$ cat src/rtl/dram_cmd_scheduler_pkg.sv
`default_nettype none
// ============================================================================
// Module   : dram_cmd_scheduler_pkg
// Purpose  : Shared types and constants for the DRAM command scheduler.
// Revision : 1.0 - initial release
// ============================================================================
package dram_cmd_scheduler_pkg;

    localparam int ADDR_W     = 33;
    localparam int OPC_W      = 2;
    localparam int ROW_W      = 15;
    localparam int COL_W      = 8;
    localparam int BANK_W     = 2;
    localparam int BG_W       = 2;
    localparam int BANK_IDX_W = BG_W + BANK_W;
    localparam int NUM_BANKS  = 1 << BANK_IDX_W;

    localparam int ROW_LSB    = 18;
    localparam int COL_LSB    = 10;
    localparam int BANK_LSB   = 8;
    localparam int BG_LSB     = 6;

    localparam int unsigned DEF_T_RCD     = 24;
    localparam int unsigned DEF_T_RP      = 24;
    localparam int unsigned DEF_T_CL      = 24;
    localparam int unsigned DEF_T_CWL     = 20;
    localparam int unsigned DEF_T_RAS     = 52;
    localparam int unsigned DEF_T_BURST   = 4;
    localparam int unsigned DEF_CLK_RATIO = 2;

    localparam logic [OPC_W-1:0] OPC_ILLEGAL = 2'd3;
    localparam logic [OPC_W-1:0] OPC_WRITE   = 2'd1;

    typedef enum logic [2:0] {
        CMD_NOP = 3'd0,
        CMD_PRE = 3'd1,
        CMD_ACT = 3'd2,
        CMD_RD  = 3'd3,
        CMD_WR  = 3'd4
    } dram_cmd_type_t;

    typedef struct packed {
        dram_cmd_type_t     cmd_type;
        logic [BG_W-1:0]    bank_group;
        logic [BANK_W-1:0]  bank;
        logic [ROW_W-1:0]   row;
        logic [COL_W-1:0]   column;
    } dram_cmd_t;

    typedef struct packed {
        logic [OPC_W-1:0]   opcode;
        logic [ADDR_W-1:0]  address;
        logic [63:0]        time_cpu;
    } parser_out_struct_t;

    typedef enum logic [2:0] {
        ST_IDLE  = 3'd0,
        ST_CHECK = 3'd1,
        ST_PRE   = 3'd2,
        ST_ACT   = 3'd3,
        ST_COL   = 3'd4,
        ST_DATA  = 3'd5
    } sched_state_t;

endpackage
`default_nettype wire

$ cat src/rtl/dram_cmd_scheduler_bank_state_table.sv
`default_nettype none
// ============================================================================
// Module   : dram_cmd_scheduler_bank_state_table
// Purpose  : Per-bank open flag, open row and tRAS countdown with lookup/update ports.
// Revision : 1.0 - initial release
// ============================================================================
module dram_cmd_scheduler_bank_state_table
    import dram_cmd_scheduler_pkg::*;
#(
    parameter int unsigned TRAS_LOAD = 103,
    parameter int unsigned TRAS_W    = 8
) (
    input  logic                  clk,
    input  logic                  rst,
    input  logic [BANK_IDX_W-1:0] lookup_bank,
    output logic                  lookup_open,
    output logic [ROW_W-1:0]      lookup_row,
    output logic                  lookup_tras_zero,
    input  logic                  upd_en,
    input  logic [BANK_IDX_W-1:0] upd_bank,
    input  logic                  upd_open,
    input  logic [ROW_W-1:0]      upd_row,
    input  logic                  upd_load_tras
);

    logic [NUM_BANKS-1:0] w_open_vec;
    logic [NUM_BANKS-1:0] w_tras_zero_vec;
    logic [ROW_W-1:0]     w_row_arr [NUM_BANKS];

    genvar g;
    generate
        for (g = 0; g < NUM_BANKS; g++) begin : g_bank
            logic              r_open;
            logic [ROW_W-1:0]  r_row;
            logic [TRAS_W-1:0] r_tras;
            logic              w_sel;

            assign w_sel = (upd_bank == BANK_IDX_W'(g));

            always_ff @(posedge clk or posedge rst) begin
                if (rst) begin
                    r_open <= 1'b0;
                    r_row  <= '0;
                    r_tras <= '0;
                end else begin
                    if (upd_en && w_sel) begin
                        r_open <= upd_open;
                        if (upd_open) begin
                            r_row <= upd_row;
                        end
                    end
                    // Counters run every clock regardless of FSM state, saturating at zero.
                    if (upd_load_tras && w_sel) begin
                        r_tras <= TRAS_W'(TRAS_LOAD);
                    end else if (r_tras != '0) begin
                        r_tras <= r_tras - 1'b1;
                    end
                end
            end

            assign w_open_vec[g]      = r_open;
            assign w_tras_zero_vec[g] = (r_tras == '0);
            assign w_row_arr[g]       = r_row;
        end
    endgenerate

    assign lookup_open      = w_open_vec[lookup_bank];
    assign lookup_tras_zero = w_tras_zero_vec[lookup_bank];
    assign lookup_row       = w_row_arr[lookup_bank];

endmodule
`default_nettype wire

$ cat src/rtl/dram_cmd_scheduler.sv
`default_nettype none
// ============================================================================
// Module   : dram_cmd_scheduler
// Purpose  : Single-request DDR4 PRE/ACT/RD/WR sequencer with per-bank timing.
//            Define CLOSED_PAGE_EN for closed-page policy (default open-page).
// Revision : 1.0 - initial release
// ============================================================================
module dram_cmd_scheduler
    import dram_cmd_scheduler_pkg::*;
#(
    parameter int unsigned T_RCD     = DEF_T_RCD,
    parameter int unsigned T_RP      = DEF_T_RP,
    parameter int unsigned T_CL      = DEF_T_CL,
    parameter int unsigned T_CWL     = DEF_T_CWL,
    parameter int unsigned T_RAS     = DEF_T_RAS,
    parameter int unsigned T_BURST   = DEF_T_BURST,
    parameter int unsigned CLK_RATIO = DEF_CLK_RATIO
) (
    input  logic               clk,
    input  logic               rst,
    input  logic               in_valid,
    input  parser_out_struct_t in_req,
    output logic               in_ready,
    output logic               cmd_valid,
    output dram_cmd_t          cmd,
    output logic [63:0]        cmd_time,
    output logic               done,
    output logic               busy
);

    localparam int unsigned RCD_CYC     = T_RCD * CLK_RATIO;
    localparam int unsigned RP_CYC      = T_RP * CLK_RATIO;
    localparam int unsigned RAS_CYC     = T_RAS * CLK_RATIO;
    localparam int unsigned RD_DATA_CYC = (T_CL + T_BURST) * CLK_RATIO;
    localparam int unsigned WR_DATA_CYC = (T_CWL + T_BURST) * CLK_RATIO;
    localparam int unsigned TRAS_W      = $clog2(RAS_CYC + 1);

    sched_state_t          r_state, w_state_next;
    logic [63:0]           r_cycle;
    logic [63:0]           r_ready_time;
    logic [OPC_W-1:0]      r_opcode;
    logic [ADDR_W-1:0]     r_addr;
    logic                  r_pre_issued;
    dram_cmd_t             r_cmd_last;
    logic [63:0]           r_time_last;

    logic [ROW_W-1:0]      w_row;
    logic [COL_W-1:0]      w_col;
    logic [BANK_W-1:0]     w_bank;
    logic [BG_W-1:0]       w_bg;
    logic [BANK_IDX_W-1:0] w_bank_idx;
    logic                  w_cmd_slot;
    logic                  w_lk_open, w_lk_tras_zero;
    logic [ROW_W-1:0]      w_lk_row;
    logic                  w_issue, w_done;
    dram_cmd_type_t        w_issue_type;
    logic [63:0]           w_wait;
    logic                  w_upd_en, w_upd_open, w_upd_load_tras;
    dram_cmd_t             w_cmd_now;
    logic                  w_unused_bits;

    assign w_row      = r_addr[ROW_LSB +: ROW_W];
    assign w_col      = r_addr[COL_LSB +: COL_W];
    assign w_bank     = r_addr[BANK_LSB +: BANK_W];
    assign w_bg       = r_addr[BG_LSB +: BG_W];
    assign w_bank_idx = {w_bg, w_bank};

    // Commands only on DRAM edges, and never before the previous command's wait expires.
    assign w_cmd_slot = ((r_cycle % 64'(CLK_RATIO)) == 64'd0) && (r_cycle >= r_ready_time);

    assign w_unused_bits = ^{in_req.time_cpu, r_addr[BG_LSB-1:0]};

    dram_cmd_scheduler_bank_state_table #(
        .TRAS_LOAD (RAS_CYC - 1),
        .TRAS_W    (TRAS_W)
    ) u_bank_table (
        .clk              (clk),
        .rst              (rst),
        .lookup_bank      (w_bank_idx),
        .lookup_open      (w_lk_open),
        .lookup_row       (w_lk_row),
        .lookup_tras_zero (w_lk_tras_zero),
        .upd_en           (w_upd_en),
        .upd_bank         (w_bank_idx),
        .upd_open         (w_upd_open),
        .upd_row          (w_row),
        .upd_load_tras    (w_upd_load_tras)
    );

    always_comb begin
        w_state_next    = r_state;
        w_issue         = 1'b0;
        w_issue_type    = CMD_NOP;
        w_wait          = 64'd0;
        w_done          = 1'b0;
        w_upd_en        = 1'b0;
        w_upd_open      = 1'b0;
        w_upd_load_tras = 1'b0;
        unique case (r_state)
            ST_IDLE: begin
                if (in_valid) begin
                    w_state_next = ST_CHECK;
                end
            end
            ST_CHECK: begin
                if (r_opcode == OPC_ILLEGAL) begin
                    w_done       = 1'b1;
                    w_state_next = ST_IDLE;
                end else if (!w_lk_open) begin
                    w_state_next = ST_ACT;
                end else if (w_lk_row == w_row) begin
                    w_state_next = ST_COL;
                end else begin
                    w_state_next = ST_PRE;
                end
            end
            ST_PRE: begin
                if (r_pre_issued) begin
                    if (r_cycle >= r_ready_time) begin
                        w_state_next = ST_IDLE;
                    end
                end else if (w_cmd_slot && w_lk_tras_zero) begin
                    w_issue      = 1'b1;
                    w_issue_type = CMD_PRE;
                    w_wait       = 64'(RP_CYC);
                    w_upd_en     = 1'b1;
`ifdef CLOSED_PAGE_EN
                    w_state_next = ST_PRE;
`else
                    w_state_next = ST_ACT;
`endif
                end
            end
            ST_ACT: begin
                if (w_cmd_slot) begin
                    w_issue         = 1'b1;
                    w_issue_type    = CMD_ACT;
                    w_wait          = 64'(RCD_CYC);
                    w_upd_en        = 1'b1;
                    w_upd_open      = 1'b1;
                    w_upd_load_tras = 1'b1;
                    w_state_next    = ST_COL;
                end
            end
            ST_COL: begin
                if (w_cmd_slot) begin
                    w_issue      = 1'b1;
                    w_issue_type = (r_opcode == OPC_WRITE) ? CMD_WR : CMD_RD;
                    w_wait       = (r_opcode == OPC_WRITE) ? 64'(WR_DATA_CYC) : 64'(RD_DATA_CYC);
                    w_state_next = ST_DATA;
                end
            end
            ST_DATA: begin
                if (r_cycle >= r_ready_time) begin
                    w_done       = 1'b1;
`ifdef CLOSED_PAGE_EN
                    w_state_next = ST_PRE;
`else
                    w_state_next = ST_IDLE;
`endif
                end
            end
            default: w_state_next = ST_IDLE;
        endcase
    end

    always_comb begin
        w_cmd_now            = '0;
        w_cmd_now.cmd_type   = w_issue_type;
        w_cmd_now.bank_group = w_bg;
        w_cmd_now.bank       = w_bank;
        w_cmd_now.row        = w_row;
        w_cmd_now.column     = w_col;
    end

    always_ff @(posedge clk or posedge rst) begin
        if (rst) begin
            r_state      <= ST_IDLE;
            r_cycle      <= 64'd0;
            r_ready_time <= 64'd0;
            r_opcode     <= '0;
            r_addr       <= '0;
            r_pre_issued <= 1'b0;
            r_cmd_last   <= '0;
            r_time_last  <= 64'd0;
        end else begin
            r_state      <= w_state_next;
            r_cycle      <= r_cycle + 64'd1;
            r_pre_issued <= (w_state_next == ST_PRE) &&
                            (r_pre_issued || (w_issue && (w_issue_type == CMD_PRE)));
            if (in_valid && in_ready) begin
                r_opcode <= in_req.opcode;
                r_addr   <= in_req.address;
            end
            if (w_issue) begin
                r_ready_time <= r_cycle + w_wait;
                r_cmd_last   <= w_cmd_now;
                r_time_last  <= r_cycle;
            end
        end
    end

    assign in_ready  = (r_state == ST_IDLE);
    assign busy      = (r_state != ST_IDLE);
    assign cmd_valid = w_issue;
    assign cmd       = w_issue ? w_cmd_now : r_cmd_last;
    assign cmd_time  = w_issue ? r_cycle : r_time_last;
    assign done      = w_done;

endmodule
`default_nettype wire

$ cat config.mk
export PLATFORM = sky130hd
export DESIGN_NAME = dram_cmd_scheduler
export DESIGN_NICKNAME = d
export VERILOG_FILES = /design/src/rtl/dram_cmd_scheduler_pkg.sv /design/src/rtl/dram_cmd_scheduler_bank_state_table.sv /design/src/rtl/dram_cmd_scheduler.sv
export SDC_FILE = /design/constraint.sdc
export NUM_CORES = 2
export LEC_CHECK = 0
export ABC_AREA = 0
export CAP_MARGIN = 10
export CORE_ASPECT_RATIO = 2
export CORE_MARGIN = 8
export CORE_UTILIZATION = 25
export CTS_CLUSTER_SIZE = 24
export DETAILED_ROUTE_END_ITERATION = 10
export GPL_ROUTABILITY_DRIVEN = 0
export GPL_TIMING_DRIVEN = 0
export SLEW_MARGIN = 20
export SYNTH_ARGS = -nofsm -noshare
export SYNTH_HDL_FRONTEND = slang
export SYNTH_SLANG_ARGS = --single-unit
$ cat constraint.sdc
create_clock -name clk -period 26.5 [get_ports clk]
set_clock_uncertainty 0.1 [all_clocks]
set_input_delay 3.975 -clock clk [delete_from_list [all_inputs] [get_ports clk]]
set_output_delay 3.975 -clock clk [all_outputs]
set_load 0.01 [all_outputs]
Word-level counts from Yosys, hierarchy flattened --
Index checks and enable logic that the tools add are counted.
Word-level totals: logic and storage cells 286, flip-flop bits (word level) 629, bits of input ports 102
Cells by class: bitwise gates (word level) 1, magnitude comparators 3, reductions and logical operators 107, equality and inequality tests 25, add/sub/neg operators 18, multiplexer cells 72
Operators with widths (count):
- $mux 7 | 32
- $logic_not 7->1 | 16
- $reduce_bool 7->1 | 16
- $sub 7x1->7 const B | 16
- $add 64x1->64 const B | 1
- $add 64x64->64 | 1
- $ge 64x64->1 | 1
- $logic_not 64->1 | 1
- $mux 64 | 1
- $bmux 15 s4 | 1
- $logic_and 1x1->1 | 37
- $mux 3 | 11
- $eq 4x4->1 const B | 8
- $reduce_and 2->1 | 16
- $reduce_bool 2->1 | 16
- $mux 15 | 2
- $mux 30 | 1
- $mux 6 | 4
- $pmux 3 s6 | 1
- $pmux 6 s3 | 1
- $eq 4x3->1 const B | 4
- $eq 15x15->1 | 1
- $mux 1 | 10
- $eq 3x2->1 const B | 3
- other kinds (19) | 25

Depth between registers and ports, before layout --
depth in word-level cells 11, mapped depth 25, gate-level depth less buffers 22

Cells and area by module --
Synthesis repeated with hierarchy kept, for this count alone.
Second synthesis, totals: cells, all modules 2774, area total of the unflattened synthesis 30753.2 um^2
Modules (own cells, without submodules):
- dram_cmd_scheduler_bank_state_table | area each 17739.5 um^2, cells an instance 1362, times used 1, seq. area each 9208.8 um^2
- dram_cmd_scheduler | area each 13013.7 um^2, cells an instance 1412, times used 1, seq. area each 6381.1 um^2

Worst setup path after synthesis --
No wires, ideal clock.
path type reg2out, start reg u_bank_table.g_bank[10].r_tras[0], end out cmd[29] (netlist name), path slack 19.237 ns, stages on the path, launching flop included 15, path buffers 2, data arrival time 3.188 ns, required time 22.425 ns, cells stage by stage dfrtp_1 inv_1 ha_1 or3b_4 or4_4 a311oi_1 nand4b_1 or3b_1 nand2_1 nand2_2 clkinv_4 buf_2 buf_2 o21ai_0 nor3_1
RTL lines:
- from (decl) | RTL line dram_cmd_scheduler_bank_state_table.sv:35 | logic [TRAS_W-1:0] r_tras;
- from (signal assigned) | RTL line dram_cmd_scheduler_bank_state_table.sv:54 | r_tras <= TRAS_W'(TRAS_LOAD);
- from (signal assigned) | RTL line dram_cmd_scheduler_bank_state_table.sv:56 | r_tras <= r_tras - 1'b1;
- to (decl) | RTL line dram_cmd_scheduler.sv:25 | output dram_cmd_t cmd,

==> out/results.md <==
* net count of the mapped netlist: 2981
* IO Count: 200
* CTS sink cnt: 623
* pin count of the biggest net entering global routing: 105
* area of the die: 133000 um^2
* synthesized flop and latch total: 623
* area of the core: 120000 um^2
* number of clock buffers inserted by TritonCTS: 69
* Final Cell Area: 35800 um^2
* number of pins with negative max-slew slack in the final report: 0
* detail-routed via count per cell: 4.83
* antenna violations before repair: 5
* Worst Setup Slack post-DPL: 16.88 ns
* critical register-to-register path startpoint: u_bank_table.g_bank[14].r_tras[0]
* startpoint of the worst hold path: u_bank_table.g_bank[6].r_row[0]
* global-route wire length before repair: 135000 um
* Layout Nets: 3189
* GRT Residual Overflow: 0
* H-tree depth reported by CTS: 3
* normalized max-slew margin: 21.6%
* Max rail drop VDD: 0.0000366 V
* Vias: 22200
* met2 Track Usage GR: 20.4%
* number of core rows: 180
* die boundary width: 261 um
* via count of the first global-routing pass: 22700
* Tightest Pin Transition: 1.18 ns
* Pwr Density: 53.7 nW/um^2
* worst path arrival time: 6.30 ns
* Required @ worst endpoint: 22.42 ns
* hold-fix buffer count after cts: 0
* quantity of I/O buffers inserted on ports: 129
* type of the tightest min-delay check: reg2reg
* sequential-to-total area share from yosys stat: 51.8%
* insertion delay to the later sink of the worst-skew pair: 0.61 ns
* remaining number of nets flagged by the antenna check after routing: 0
* worst hold-check slack: 0.365 ns
* number of instances in the synthesized netlist: 2796
* fraction of layout instances using a drive strength above 1: 16.5%
* hold violation count in the final report: 0
* area after detailed placement: 33600 um^2
* total global-route track usage: 13.0%
* final wirelength: 87400 um
* total DRC errors in the routed layout: 0
* Fill cells: 12300
* count of flip-flops with a built-in enable after synthesis: 0
* wire per inst: 19.0 um
* fmax: 96.3 MHz
* count of warnings emitted by yosys: 0
* Post-CTS Repair Setup Buffers: 0
* TritonCTS clock tree: yes
* clock root buffer: clkbuf_16
* Final setup viols: 0
* Pre-antenna DRT Iters: 6
* half-perimeter wire length after placement: 62600 um
* static leakage power: 16.9 nW
* crit path setup slack, layout: 16.12 ns
* time the final worst path needs with I/O delays and setup: 10.38 ns
* maxcap violations: 0
* synthesized area divided by synthesized cell count: 10.8 um^2
* number of distinct standard cells referenced by the synthesized netlist: 73
* met3 Usage GRT: 3.05%
* Initial Util: 25.1%
* crit-path max FO: 10
* top library cells by usage in the layout, fill and taps aside: 623 x dfrtp_1, 600 x nand2_1, 239 x mux2_2, 147 x nor2_1, 129 x clkdlybuf4s50_1
* most crowded layer after global routing: met2
* element type at the critical path end: primary output
* combined area of all synthesized cells: 30100 um^2
* signed area change from the synthesized netlist to the final layout: 18.9%
* async set-or-reset flop fraction in the synthesized netlist: 100%
* First DRT Iteration DRCs: 1679
* Critical Path Source: u_bank_table.g_bank[14].r_tras[0]
* result of the run: completed
* clock transition at the registers of the reported paths: 0.06 ns
* GR Util met1: 17.5%
* leading cell type in the layout, fill and taps excluded: dfrtp_1
* Post-synth top flop: dfrtp_1
* setup repair after global routing missed its margin: no
* buffer depth of the longest clock path: 3
* sort of element at the start of the critical path: flip-flop
* cells resized by post-CTS repair: 0
* final critical-path share of the clock period: 39.2%
* DIE HEIGHT: 507 um
* class of the most critical setup path: reg2out
-- sequential cells by signal, summed over array words and instances (netlist names) --
name                        flops
u_bank_table.g_bank.r_tras    112
r_time_last                    64
u_bank_table.g_bank.r_row     240
r_cycle                        64
r_opcode                        2
u_bank_table.g_bank.r_open     16
r_cmd_last                     30
r_ready_time                   64
r_pre_issued                    1
r_state                         3
r_addr                         27
-- final timing paths --
check	endpoint	slack, ns	cells past startpoint
worst max-delay path	cmd[23]	16.12	13
worst min-delay path	u_bank_table.g_bank[6].r_row[0]	0.36	2
worst max register to register	r_ready_time[57]	19.41	24
worst min register to register	u_bank_table.g_bank[6].r_row[0]	0.36	2
max in group asynchronous	r_cmd_last[7]	21.08	5
min in group asynchronous	r_addr[20]	3.56	2
-- layer usage --
metal	routed length, um	vias to the layer above
li1	-	9981
met1	38000	11200
met2	39400	854
met3	7020	191
met4	2990	2
met5	17	-
-- area by class of cell --
class,count,area (um^2),share of cell area [%]
flip-flops and latches,623,15600,43.5
multi-input cells,1902,13500,37.6
clock buffers,94,1990,5.57
well taps,1547,1940,5.41
repair buffers,137,1490,4.16
plain buffers,154,628,1.75
inverters,117,452,1.26
clock inverters,26,226,0.633
diodes,3,7.51,0.0210
-- power breakdown --
part / leakage (nW) / total (mW) / internal (mW) / switching (mW)
clock: 1.09 / 0.943 / 0.548 / 0.395
sequential: 8.61 / 0.951 / 0.951 / 0
combinational: 7.20 / 0.0268 / 0.00697 / 0.0198
total: 16.9 / 1.92 / 1.51 / 0.415
-- kinds of logic (layout without fill, tap and decap cells) --
kind of cell | after synthesis | count (layout) | synth area share, %
XOR/XNOR | 172 | 172 | 5.00
multiplexers | 320 | 320 | 15.0
adder cells (fa/ha/maj) | 83 | 83 | 3.45
AO/OA/AOI/OAI | 249 | 249 | 5.03
other | 0 | 3 | 0
flip-flops | 623 | 623 | 51.8
AND/OR/NAND/NOR | 1078 | 1078 | 16.3
buffers and inverters | 271 | 528 | 3.54
-- worst max-delay path: stages (launching register included) --
cell and delay (ns):
dfrtp_1 0.40, inv_1 0.10, ha_1 0.18, or3b_1 0.42, nor4_1 0.84, a2111oi_0 0.35
nand4b_1 0.30, or3b_1 0.46, nand2_1 0.09, nand2_2 0.16, clkbuf_1 0.38, clkbuf_1 0.49
o21ai_0 0.83, clkdlybuf4s50_1 0.69
-- metrics by stage --
step	instances	util (%)	TNS, ns	power, mW
finish	4603	29.9	0	1.92
global route	4600	29.9	0	1.99
CTS	4600	29.9	0	1.95
detailed placement	4480	28.0	0	0.997
global placement	4472	27.8	-1176.12	0.994
floorplan	2796	-	0	0.984
-- Yosys cell counts, drive strengths merged (16+ instances only) --
cell type | instances | area (um^2)
clkbuf | 111 | 417
xnor2 | 117 | 1020
o21ai | 87 | 443
mux4 | 80 | 1800
o211ai | 22 | 165
o31ai | 16 | 120
a21oi | 79 | 410
xor2 | 55 | 482
mux2 | 239 | 2690
dfrtp | 623 | 15600
buf | 43 | 206
nor2 | 149 | 567
nand3 | 51 | 255
or3 | 29 | 181
ha | 83 | 1040
inv | 115 | 432
nor4 | 31 | 236
nand2 | 601 | 2260
nand2b | 22 | 138
and3 | 22 | 138
nand4 | 37 | 231
nor3 | 68 | 370
(Power assumes the default switching activity.)
==> edit 1, RTL diff (config.mk and constraints unchanged) <==
The package constant `OPC_W` goes from 2 to 4.
--- a/src/rtl/dram_cmd_scheduler_pkg.sv
+++ b/src/rtl/dram_cmd_scheduler_pkg.sv
@@ -7,7 +7,7 @@
 package dram_cmd_scheduler_pkg;
 
     localparam int ADDR_W     = 33;
-    localparam int OPC_W      = 2;
+    localparam int OPC_W      = 4;
     localparam int ROW_W      = 15;
     localparam int COL_W      = 8;
     localparam int BANK_W     = 2;
Ports: changed (resized in_req); port bits go from 200 to 202. The function was not compared with the original's and may differ.
==> edit 1 against the unedited design <==
Area after synthesis is 0.93% higher; maximum frequency is 0.30% higher; sequential cell count is 2 higher; design area is 1.1% higher; cell count is 0.24% lower; global-route usage is 0.53 points lower; worst setup slack better by 0.031 ns; routed wire length is 3.0% lower.
Power is not compared: it rests on default switching activity, and its combinational part moved more than twofold at a synthesized area within 25%.
==> edit 1: results (changes against the unedited design) <==
[routing]
vias_per_cell = 4.73  ; -2.1%
drt_iter0_markers = 1682  ; +0.18%
drt_wl_total_mm = 84.8  ; -3.0%
first_pass_iters = 6  ; unchanged

[synth]
synth-edff-count = 0  ; unchanged
ys_top_cells_by_area = dfrtp_1, mux2_2, nand2_1, mux4_2, ha_1
synth_common_cells = dfrtp_1, nand2_1, mux2_2
async_flop_share_pct = 100  ; unchanged
yosys.cell_types.count = 71  ; -2.7%
ys_seq_area_share_pct = 51.5  ; -0.31 points
syn-num-nets = 2960  ; -0.70%

[setup_path]
r2r_start = r_cycle[49]
cp.arrival_ns = 6.27  ; -0.03 ns
startpoint = r_cycle[49]
crit_end = cmd[10]
cpMaxStageDelayCell = clkbuf_1
reg2reg_depth = 21  ; -13%
timing.reg2reg.setup_slack_ns = 19.44  ; +0.03 ns
r2r_end = r_ready_time[55]
max_stage_delay_ns = 0.77  ; -0.07 ns

[place]
place_ws_ns = 16.75  ; -0.129 ns
io_buffers = 131  ; +1.6%
hpwl_mm = 59.9  ; -4.2%

[clock_network]
htree_levels = 3  ; unchanged
root_buffer = clkbuf_16
clock_latency_ns = 0.62
clk_pin_slew_worst_paths_ns = 0.06  ; about the same

[min_path]
min_from = r_cmd_last[12]
whs_path_depth = 2  ; unchanged
hold_end = r_cmd_last[12]
min_path_type = reg2reg

[global_route]
grt_pass1_vias = 22200  ; -2.5%
antenna_found_initial = 1  ; -4
grt_pass1_wl_mm = 133  ; -1.5%
grt_max_degree = 105  ; unchanged
track_usage_pct = 12.5  ; -0.53 points

[finish]
fillers = 12300  ; +0.073%
fin_nets = 3169  ; -0.63%
drive_above_1_share_pct = 17.4  ; +0.88 points

[sta]
holdWs_ns = 0.371  ; +0.00667 ns
fin_crit_sh_pct = 39.1  ; -0.12 points
tightest_slew_ns = 1.10  ; -0.0732 ns

[status]
outcome = finished clean

[pwr]
p_leak_uw = 0.0168
ir_drop_mv = 0.0539

==> edit 1: critical path: cells and delay by family (launching register included) <==
kind	cells	cell delay [ns]
buffers and inverters	4	2.06
DFF	1	0.49
AOI/OAI and AO/OA	5	1.43
and+or+nand+nor	4	1.30
adders and majority gates	1	0.35
==> edit 1: logic make-up (layout without fill, tap and decap cells) <==
logic type | count (synthesis) | in the layout | synth area share (%)
AOI/OAI and AO/OA | 251 | 251 | 5.23
xor gates and xnor gates | 168 | 168 | 4.84
buffers and inverters | 285 | 548 | 3.82
other | 0 | 1 | 0
DFF | 625 | 625 | 51.5
muxes | 363 | 363 | 16.2
adders and majority gates | 83 | 83 | 3.42
and+or+nand+nor | 998 | 998 | 15.0
==> edit 1: area by class of cell <==
cell class,instances,share of cell area [%]
sequential,625,43.2
multi-input combinational,1863,37.6
timing repair buffer,138,4.12
antenna,1,0.00691
tap,1555,5.37
inverter,114,1.21
buffer,171,2.03
clock buffer,99,5.38
clock inverter,26,1.06
==> edit 1: routing by layer <==
| metal | share of wire [%] | track usage (%) |
|---|---|---|
| met1 | 47 | 17.5 |
| met2 | 44 | 19.0 |
| met3 | 6.5 | 2.73 |
| met4 | 3.0 | 4.31 |
| met5 | 0 | 0 |
==> edit 1: report_power, final <==
part | internal, uW | leakage (uW) | total, uW | switching (uW)
registers | 1070 | 0.00841 | 1150 | 84.7
clock network | 586 | 0.00114 | 994 | 409
logic | 269 | 0.00722 | 705 | 436
total | 1920 | 0.0168 | 2850 | 929
==> edit 1: per-stage QoR <==
stage	setup TNS (ns)	util (%)	instance area, um^2	cells
2_1_floorplan	0	-	30400	2773
3_3_place_gp	-1326.86	27.8	33700	4459
3_5_place_dp	0	27.9	33900	4466
4_1_cts	0	29.9	36200	4591
5_1_grt	0	29.9	36200	4591
6_report	0	29.9	36200	4592
==> edit 2, RTL diff (config.mk and constraints unchanged) <==
Made on the original files. Encoding of `sched_state_t`: now one-hot (6 bits for 6 states).
--- a/src/rtl/dram_cmd_scheduler_pkg.sv
+++ b/src/rtl/dram_cmd_scheduler_pkg.sv
@@ -53,13 +53,13 @@
         logic [63:0]        time_cpu;
     } parser_out_struct_t;
 
-    typedef enum logic [2:0] {
-        ST_IDLE  = 3'd0,
-        ST_CHECK = 3'd1,
-        ST_PRE   = 3'd2,
-        ST_ACT   = 3'd3,
-        ST_COL   = 3'd4,
-        ST_DATA  = 3'd5
+    typedef enum logic [5:0] {
+        ST_IDLE  = 6'b000001,
+        ST_CHECK = 6'b000010,
+        ST_PRE   = 6'b000100,
+        ST_ACT   = 6'b001000,
+        ST_COL   = 6'b010000,
+        ST_DATA  = 6'b100000
     } sched_state_t;
 
 endpackage
Behaviour: same outputs for any inputs over 4 cycles, from zero or initial values and one cycle with rst high; so few cycles prove little.
==> edit 2 against the unedited design <==
Synthesized cell count down 5.4%; routed wire length grew 10%; first-iteration DRC count down 37%; worst setup slack worse by 0.033 ns; register-to-register slack worse by 1.6 ns; area after synthesis grew 1.7%; design area rose by 2.2%; highest routed layer is now met4; count of clock-buffer cells in the layout decreased by 5; sequential cell count up 3.
Power is not compared: it rests on default switching activity, and its combinational part moved more than twofold at a synthesized area within 25%.
==> edit 2: results (changes against the unedited design) <==
[routing]
drt_iter0_markers = 1056  ; -37%
wl_per_cell_um = 21.6  ; +14%
first_pass_iters = 5  ; -1
vias_per_cell = 4.81  ; -0.46%

[synth]
synth_common_cells = dfrtp_1, mux2_2, nand2_1
ys_top_cells_by_area = dfrtp_1, mux2_2, mux4_2, ha_1, xnor2_1
synthMuxAreaShare_pct = 19.0  ; +4.0 points
ys_seq_area_share_pct = 51.2  ; -0.60 points
synthAdderAreaFrac_pct = 3.50  ; +0.050 points
synth_compound_area_share_pct = 5.70  ; +0.67 points
synth_xor_area_share_pct = 5.18  ; +0.18 points
async_flop_share_pct = 100  ; unchanged

[global_route]
track_usage_pct = 14.3  ; +1.3 points
antenna_found_initial = 2  ; -3
grt_pass1_wl_mm = 146  ; +8.2%
grt_max_degree = 104  ; -0.95%
grt_pass1_vias = 23000  ; +1.0%

[finish]
multi_input_area_mm2 = 0.0138  ; +2.7%
fin_nets = 3040  ; -4.7%
clkCellAreaFrac_pct = 6.66  ; +0.46 points
drive_above_1_share_pct = 19.3  ; +2.8 points
layout.nonclk_buf_share_pct = 6.09  ; +0.17 points
inverters = 121  ; +3.4%
reg.largest.list = u_bank_table.g_bank.r_row (240), u_bank_table.g_bank.r_tras (112)
nonClockBufferCount = 303  ; +4.1%
n_antenna_cell = 2  ; -1
register_area_mm2 = 0.0157  ; +0.49%
n_clock_buffer = 89  ; -5.3%
multi_input_cells = 1734  ; -8.8%
fillers = 12500  ; +1.5%

[place]
hpwl_mm = 72.1  ; +15%
dpl_cell_area_mm2 = 0.0341  ; +1.6%

[setup_path]
cp.arrival_ns = 6.34  ; +0.04 ns
path_delay_family = buffers and inverters
r2r_start = r_cycle[61]
max_stage_delay_ns = 0.92  ; +0.08 ns
crit_end = cmd[29]
r2r_end = r_ready_time[41]
startpoint = r_cycle[61]
timing.reg2reg.setup_slack_ns = 17.86  ; -1.55 ns

[clock_network]
clock_latency_ns = 0.64  ; +0.03 ns
numClockSinks = 626  ; +0.48%
htree_levels = 3  ; unchanged

[min_path]
min_from = r_cmd_last[2]
hold_end = r_cmd_last[2]
whs_path_depth = 1  ; -1

[sta]
relSlewSlack_pct = 17.8  ; -3.8 points
holdWs_ns = 0.380  ; +0.0150 ns

[status]
outcome = finished clean

[pwr]
ir_drop_mv = 0.0638

==> edit 2: changes by cell type after synthesis, sizes merged, moves of 22 or more <==
cell / unedited run / this run
xor2: 55 / 81
mux2: 239 / 369
mux4: 80 / 53
nor3: 68 / 46
mux2i: 1 / 46
nand2: 601 / 220
==> edit 2: metrics by stage <==
step	cells	setup TNS, ns	setup slack (ns)	util (%)
floorplan	2645	0	4.89	-
global placement	4329	-2026.69	-3.45	27.8
detailed placement	4338	0	16.70	28.1
CTS	4460	0	15.97	30.1
global route	4462	0	15.81	30.1
finish	4463	0	16.09	30.1
==> edit 2: report_power, final <==
| group | leakage, uW | switching (uW) | internal (uW) |
|---|---|---|---|
| Combinational | 0.00717 | 585 | 380 |
| Sequential | 0.00846 | 115 | 1120 |
| Clock | 0.00118 | 428 | 622 |
==> edit 2: per-layer routing <==
metal / global-route usage (%) / part of all wire (%)
met1: 13.5 / 34
met2: 26.9 / 54
met3: 2.63 / 3.8
met4: 10.9 / 8.3
met5: 0 / 0
